==> src/rtl/aes_bram_ctrl.sv <==
// Single-port BRAM sequencer for the AES core: turns read/write request levels into
// one BRAM access each, with edge re-arming, read-over-write priority and counters.
module aes_bram_ctrl #(
    parameter int unsigned READ_LATENCY = 2,
    parameter int unsigned CNT_WIDTH    = 16
) (
    input  logic                 aes_clk,
    input  logic                 aes_rst,
    input  logic                 aes_start_read,
    input  logic [31:0]          aes_bram_addr,
    input  logic                 aes_start_write,
    input  logic [31:0]          aes_bram_write_addr,
    input  logic [31:0]          aes_bram_write_data,
    output logic                 bram_complete,
    output logic [31:0]          aes_bram_read_data,
    output logic                 bram_en,
    output logic [3:0]           bram_we,
    output logic [31:0]          bram_addr,
    output logic [31:0]          bram_wrdata,
    input  logic [31:0]          bram_rddata,
    output logic                 addr_misaligned,
    output logic [CNT_WIDTH-1:0] rd_count,
    output logic [CNT_WIDTH-1:0] wr_count
);

    typedef enum logic [2:0] {
        StIdle,
        StRdIssue,
        StRdWait,
        StRdDone,
        StWrIssue,
        StWrDone
    } state_t;

    localparam logic [1:0]           LastWait = 2'(READ_LATENCY - 1);
    localparam logic [CNT_WIDTH-1:0] CntOne   = CNT_WIDTH'(1);
    localparam logic [CNT_WIDTH-1:0] CntMax   = '1;

    state_t      state;
    logic [1:0]  wait_cnt;
    logic        rd_arm;
    logic        wr_arm;
    logic        wr_pend;
    logic [31:0] wr_addr_q;
    logic [31:0] wr_data_q;
    logic        rd_ok;
    logic        wr_ok;

    always_comb begin
        rd_ok = (state == StIdle) && aes_start_read && rd_arm;
        wr_ok = (state == StIdle) && aes_start_write && wr_arm;
    end

    always_ff @(posedge aes_clk) begin
        if (aes_rst) begin
            state              <= StIdle;
            wait_cnt           <= 2'd0;
            rd_arm             <= 1'b1;
            wr_arm             <= 1'b1;
            wr_pend            <= 1'b0;
            wr_addr_q          <= 32'h0;
            wr_data_q          <= 32'h0;
            bram_complete      <= 1'b0;
            aes_bram_read_data <= 32'h0;
            bram_en            <= 1'b0;
            bram_we            <= 4'h0;
            bram_addr          <= 32'h0;
            bram_wrdata        <= 32'h0;
            addr_misaligned    <= 1'b0;
            rd_count           <= '0;
            wr_count           <= '0;
        end else begin
            unique case (state)
                StIdle: begin
                    bram_complete <= 1'b0;
                    // A write that lost arbitration to a read goes first once idle again.
                    if (wr_pend) begin
                        wr_pend     <= 1'b0;
                        bram_en     <= 1'b1;
                        bram_we     <= 4'hF;
                        bram_addr   <= {wr_addr_q[31:2], 2'b00};
                        bram_wrdata <= wr_data_q;
                        state       <= StWrIssue;
                    end else if (rd_ok) begin
                        rd_arm    <= 1'b0;
                        bram_en   <= 1'b1;
                        bram_we   <= 4'h0;
                        bram_addr <= {aes_bram_addr[31:2], 2'b00};
                        state     <= StRdIssue;
                        if (aes_bram_addr[1:0] != 2'b00) addr_misaligned <= 1'b1;
                        // Losing write is latched now so later input changes cannot leak in.
                        if (wr_ok) begin
                            wr_arm    <= 1'b0;
                            wr_pend   <= 1'b1;
                            wr_addr_q <= aes_bram_write_addr;
                            wr_data_q <= aes_bram_write_data;
                            if (aes_bram_write_addr[1:0] != 2'b00) addr_misaligned <= 1'b1;
                        end
                    end else if (wr_ok) begin
                        wr_arm      <= 1'b0;
                        bram_en     <= 1'b1;
                        bram_we     <= 4'hF;
                        bram_addr   <= {aes_bram_write_addr[31:2], 2'b00};
                        bram_wrdata <= aes_bram_write_data;
                        state       <= StWrIssue;
                        if (aes_bram_write_addr[1:0] != 2'b00) addr_misaligned <= 1'b1;
                    end
                end
                StRdIssue: begin
                    bram_en  <= 1'b0;
                    wait_cnt <= 2'd0;
                    state    <= StRdWait;
                end
                StRdWait: begin
                    if (wait_cnt == LastWait) begin
                        aes_bram_read_data <= bram_rddata;
                        bram_complete      <= 1'b1;
                        bram_addr          <= 32'h0;
                        if (rd_count != CntMax) rd_count <= rd_count + CntOne;
                        state              <= StRdDone;
                    end else begin
                        wait_cnt <= wait_cnt + 2'd1;
                    end
                end
                StRdDone: begin
                    bram_complete <= 1'b0;
                    state         <= StIdle;
                end
                StWrIssue: begin
                    bram_en       <= 1'b0;
                    bram_we       <= 4'h0;
                    bram_addr     <= 32'h0;
                    bram_wrdata   <= 32'h0;
                    bram_complete <= 1'b1;
                    if (wr_count != CntMax) wr_count <= wr_count + CntOne;
                    state         <= StWrDone;
                end
                StWrDone: begin
                    bram_complete <= 1'b0;
                    state         <= StIdle;
                end
                default: begin
                    bram_complete <= 1'b0;
                    bram_en       <= 1'b0;
                    bram_we       <= 4'h0;
                    bram_addr     <= 32'h0;
                    state         <= StIdle;
                end
            endcase

            // Accept only happens with the line high, so these never collide with a clear.
            if (!aes_start_read) rd_arm <= 1'b1;
            if (!aes_start_write) wr_arm <= 1'b1;
        end
    end

endmodule

==> config.mk <==
export PLATFORM = sky130hd
export DESIGN_NAME = aes_bram_ctrl
export DESIGN_NICKNAME = d
export VERILOG_FILES = /design/src/rtl/aes_bram_ctrl.sv
export SDC_FILE = /design/constraint.sdc
export NUM_CORES = 1
export LEC_CHECK = 0
export BUFFER_PORTS_ARGS = -buffer_cell sky130_fd_sc_hd__buf_2
export CAP_MARGIN = 40
export CORE_MARGIN = 2
export CORE_UTILIZATION = 51
export CTS_CLUSTER_SIZE = 40
export DETAILED_ROUTE_END_ITERATION = 8
export PLACE_DENSITY_LB_ADDON = 0.05
export SLEW_MARGIN = 20
export SYNTH_ARGS = -nofsm -noshare
export SYNTH_HDL_FRONTEND = slang
export SYNTH_SLANG_ARGS = --single-unit
==> constraint.sdc <==
create_clock -name aes_clk -period 3 [get_ports aes_clk]
set_clock_uncertainty 0.2 [all_clocks]
set_input_delay 0.15 -clock aes_clk [delete_from_list [all_inputs] [get_ports aes_clk]]
set_output_delay 0.15 -clock aes_clk [all_outputs]
set_load 0.05 [all_outputs]
**Word-level counts from Yosys, hierarchy flattened**

Cells that the tools add are included.

- Input port bits: 132
- Register bits after elaboration: 207

- Reductions and logical operators: 30
- Multiplexer cells: 35
- Add/sub/neg operators: 3
- Equality and inequality tests: 13
- Bitwise logic cells: 7

Operators with widths:

| cell | number |
|---|---|
| $mux W32 | 7 |
| $pmux W32 S3 | 1 |
| $pmux W32 S2 | 1 |
| $add A16 B1 Y16 const B | 2 |
| $ne A16 B16 Y1 const B | 2 |
| $reduce_and A3 Y1 | 5 |
| $reduce_and A2 Y1 | 7 |
| $mux W1 | 13 |
| $mux W3 | 4 |
| $mux W4 | 3 |
| $pmux W3 S4 | 1 |
| $reduce_bool A2 Y1 | 6 |
| $pmux W4 S2 | 1 |
| $reduce_and A4 Y1 | 2 |
| $not A1 Y1 | 7 |
| $eq A3 B2 Y1 const B | 2 |
| $eq A3 B3 Y1 const B | 2 |
| $ne A3 B3 Y1 const B | 2 |
| $reduce_or A3 Y1 | 2 |
| $logic_and A1 B1 Y1 | 4 |
| $ne A2 B2 Y1 const B | 2 |
| $ne A4 B4 Y1 const B | 1 |
| $pmux W2 S2 | 1 |
| $reduce_or A2 Y1 | 2 |
| other kinds (8) | 8 |

**Longest topological paths before layout**

- Word-level depth: 7
- Gate-level depth with buffers: 7
- Gate-level depth less buffers: 6

**Least setup slack after synthesis**

OpenSTA, ideal clock, no wires.

- Path kind: register -> register
- Start point: register wr_count[0]
- End point: register wr_count[0]
- Setup slack: 0.565 ns
- Arrival: 2.114 ns
- Setup time: 0.121 ns
- Buffers on the path: 0
- Cell stages (with the launch flop): 6
- Data required time: 2.679 ns
- Clock period less this slack: 2.435 ns
- Cells stage by stage: dfxtp_1 > ha_1 > inv_1 > nor4_2 > a21oi_1 > mux2_2

- Longest elaborated chain between the ends: 2
- Elaborated cells on any way between the ends: 3

RTL lines:

| element | line | RTL |
|---|---|---|
| start, declared | 23 | `output logic [CNT_WIDTH-1:0] wr_count` |
| start signal, assigned | 135 | `if (wr_count != CntMax) wr_count <= wr_count + CntOne;` |
| parallel branches: the longest is 2 deep, another holds $add A16 B1 Y16 | n/a |  |

Parallel ways; which one is timed is not known.
A chain may end at the register's enable or synchronous reset.

**Final worst setup path**

- Start point: register state[0]
- End point: register wr_data_q[29]

- Longest elaborated chain between the ends: 4
- Elaborated cells on any way between the ends: 6

RTL lines:

| element | line | RTL |
|---|---|---|
| start, declared | 39 | `state_t state;` |
| start signal, assigned | 56 | `state <= StIdle;` |
| start signal, assigned | 83 | `state <= StWrIssue;` |
| start signal, assigned | 89 | `state <= StRdIssue;` |
| $logic_not A3 Y1 * | 50, 51, 73 |  |
| $logic_and A1 B1 Y1 (on tied branches) (2 in a row) | 50, 51 |  |
| $reduce_and A4 Y1 (no source line) * | n/a |  |
| end signal, assigned | 96 | `wr_data_q <= aes_bram_write_data;` |
| end, declared | 45 | `logic [31:0] wr_data_q;` |

Mark *: on every way between the ends. The rest lies on a longest branch, timed or not.

==> summary.md <==
| Metric | Value |
|---|---|
| Req. time, crit path | `3090 ps` |
| Hold Buf Count CTS | `127` |
| Starting Density | `0.524` |
| # nets final | `1,521` |
| Area contributors post-synth | `dfxtp_1, nand2_1, a21oi_1, mux2i_1, o21ai_0` |
| Die height | `134 um` |
| Worst R2R End | `wr_data_q[29]` |
| Reg2reg start | `state[0]` |
| Reg clk slew, reported paths | `70 ps` |
| Most common cell after layout, fill and taps aside | `buf_2` |
| Root Buffer | `clkbuf_16` |
| Initial antenna violation count | `0` |
| Setup Crit Path Kind | `reg -> reg` |
| Max cap viols | `0` |
| Pre-Repair DR Iteration Count | `4` |
| Crit path arrival time | `roughly 2600 ps` |
| Largest area contributor in the netlist | `dfxtp_1` |
| CTS tree | `yes` |
| PwrDens | `roughly 710 mW/mm^2` |
| Postcts setup bufs | `0` |
| Crit path max fanout | `63` |
| Post-Syn Instances | `1,045` |
| Layout area overhead | `38.0%` |
| Number of clock sinks | `200` |
| Worst reg2reg path depth | `5` |
| Hold Startpoint | `aes_bram_addr[9]` |
| IO Port Bufs | `264` |
| Worst slack, placed | `approximately 560 ps` |
| Crit start category | `flop` |
| Post-route minimum period | `2470 ps` |
| Synth Cell Area | `0.00868 mm^2` |
| Sum of net half-perimeters after detailed placement | `15,000 um` |
| Achievable Freq | `~0.41 GHz` |
| Final routed DRC violation total | `0` |
| Reg2reg setup slack | `530 ps` |
| Normalized max-slew margin | `0.445` |
| Detailed Route WL | `25,500 um` |
| CP max stage cell | `or4_4` |
| Largest net degree at the start of global routing | `72` |
| RSZ-0062 raised after global routing | `false` |
| Routed len/inst | `15.8 um` |
| Final Setup Violations | `0` |
| Post-synth cell types | `48` |
| Row Count | `47` |
| Initial DRC count | `440` |
| DP Area | `0.0101 mm^2` |
| WP buf/inv | `1` |
| GRT Overall Usage | `0.273` |
| Setup TNS | `0 ps` |
| Final count of pins violating max slew | `0` |
| Routed vias/inst | `around 5.5` |
| Final setup margin | `around 530 ps` |
| Fin Hold WS | `24.2 ps` |
| Status | `complete, no violations` |
| CTS buffer count | `17` |
| Least-Margin Pin Slew | `between 800 and 900 ps` |
| Via count | `between 8,000 and 9,000` |
| Hold Crit Class | `in -> reg` |
| Gr ovfl total | `0` |
| Syn Area/Cell | `8.31 um^2` |
| Final instance area | `0.0120 mm^2` |
| Synthesized flop and latch total | `200` |
| Most frequent cells in the layout | `buf_2, nand2_1, dfxtp_1` |
| Global-route wire length before repair | `40,300 um` |
| Synth Warn # | `0` |
| Hold Path Depth | `4` |
| Die width | `134 um` |
| I/O pins | `267` |
| Worst hold path endpoint | `bram_addr[9]` |
| Crit. End Element | `flop` |
| Vias in the first global route | `roughly 8,400` |
| Clock buffer depth | `2` |
| Crit-path cells | `or4_4 -> or3_2 -> buf_4 -> nand2_1 -> a21oi_1` |
| Seq/Total Area, Yosys | `0.461` |
| Synth Flop Type | `dfxtp_1` |
| Leakage | `slightly below 5 nW` |
| Core area | `0.0166 mm^2` |
| Skew-Pair Late Insertion Delay | `430 ps` |
| Worst path max stage delay | `620 ps` |
| Number of synthesized flops with an enable pin | `0` |
| Final hold vios | `0` |
| PostCTS Resize Cnt | `0` |
| Share of the synthesized area in the top cell type | `0.461` |
| Fill count | `1,323` |
| Ys async rst share | `0` |
| Post-route ant nets | `0` |
| H-tree depth | `4` |
| CP delay by family, top | `simple AND/OR/NAND/NOR gates` |
| Die area | `0.0181 mm^2` |
| Peak supply drop | `0.000500 V` |
| Period utilization | `0.823` |
| Share of cells above drive strength 1 | `0.242` |
| Final Wtd Congestion | `between 0.8 and 0.9` |
logic make-up after synthesis:
| logic type | count (synthesis) | synth area share |
|---|---|---|
| compound gates | 299 | 0.195 |
| xor+xnor | 1 | 0.00101 |
| fa+ha+maj | 3 | 0.00432 |
| buf+inv | 96 | 0.0481 |
| flops | 200 | 0.461 |
| mux | 68 | 0.0791 |
| other cells | 1 | 0.000432 |
| simple gates | 377 | 0.211 |
state kept, by name (all words and copies together) (netlist names), 2 cells and up:
| register | count |
|---|---|
| aes_bram_read_data | 32 |
| bram_addr | 30 |
| bram_wrdata | 32 |
| rd_count | 16 |
| state | 3 |
| wait_cnt | 2 |
| wr_addr_q | 30 |
| wr_count | 16 |
| wr_data_q | 32 |
Yosys cell counts (3+ instances only):
library cell / instances
a211oi_1: 4
nor3_1: 7
buf_1: 9
nor2b_1: 9
o31ai_1: 14
and4_1: 4
nand3b_1: 3
inv_1: 3
buf_2: 25
nand2_1: 240
a21oi_1: 161
or3_1: 10
nand2b_1: 3
nor4_1: 4
ha_1: 3
clkbuf_1: 53
or4_1: 47
and2_1: 4
a22o_1: 30
or2_2: 3
mux2_2: 5
nand3_1: 10
mux2i_1: 63
o21ai_0: 78
dfxtp_1: 200
buf_4: 5
nor2_1: 12
nand4_1: 12
worst register-to-register path: cells and delay by family, from the launching register on:
family | cells | cell delay [ps]
flops | 1 | 410
compound gates | 1 | 80
simple gates | 3 | 1310
buf+inv | 1 | 340
how the worst max path moves through the flow:
stage	to	slack, ps	cells past startpoint	start
after CTS	wr_addr_q[23]	530	5	state[0]
final	wr_data_q[29]	530	5	state[0]
after global placement	bram_addr[25]	590	6	state[0]
after detailed placement	wr_addr_q[21]	560	5	state[0]
after floorplan	wr_count[0]	570	5	wr_count[0]
after global routing	bram_addr[15]	320	6	state[0]
layer usage:
| metal | vias to the layer above | GRT usage | routed length [um] |
|---|---|---|---|
| met2 | 306 | 0.452 | 12400 |
| li1 | 4394 | - | - |
| met3 | 80 | 0.0563 | 1380 |
| met4 | 0 | 0.136 | 901 |
| met1 | 4175 | 0.339 | 10800 |
| met5 | - | 0 | 0 |
layout make-up:
type	count	area (um^2)	area share
Tap cell	220	275	0.0230
Clock buffer	18	429	0.0358
Timing Repair Buffer	414	2810	0.234
Inverter	3	11.3	0.000940
Multi-Input combinational cell	750	4310	0.360
Sequential cell	200	4010	0.335
Clock inverter	13	139	0.0116
Antenna cell	1	2.50	0.000209
stage by stage:
step | utilization | cells | total power [W]
finish | 0.722 | 1619 | 0.00847
global route | 0.722 | 1618 | 0.00885
CTS | 0.722 | 1618 | 0.00849
detailed placement | 0.611 | 1460 | 0.00612
global placement | 0.610 | 1459 | 0.00608
floorplan | - | 1046 | 0.00538
report_power, final:
group,switching [W],internal (W),leakage (nW)
registers,0.000232,0.00301,1.63
logic,0.00205,0.000935,2.97
clock network,0.00107,0.00117,0.276
No activity file was read; power rests on OpenSTA's default activity.
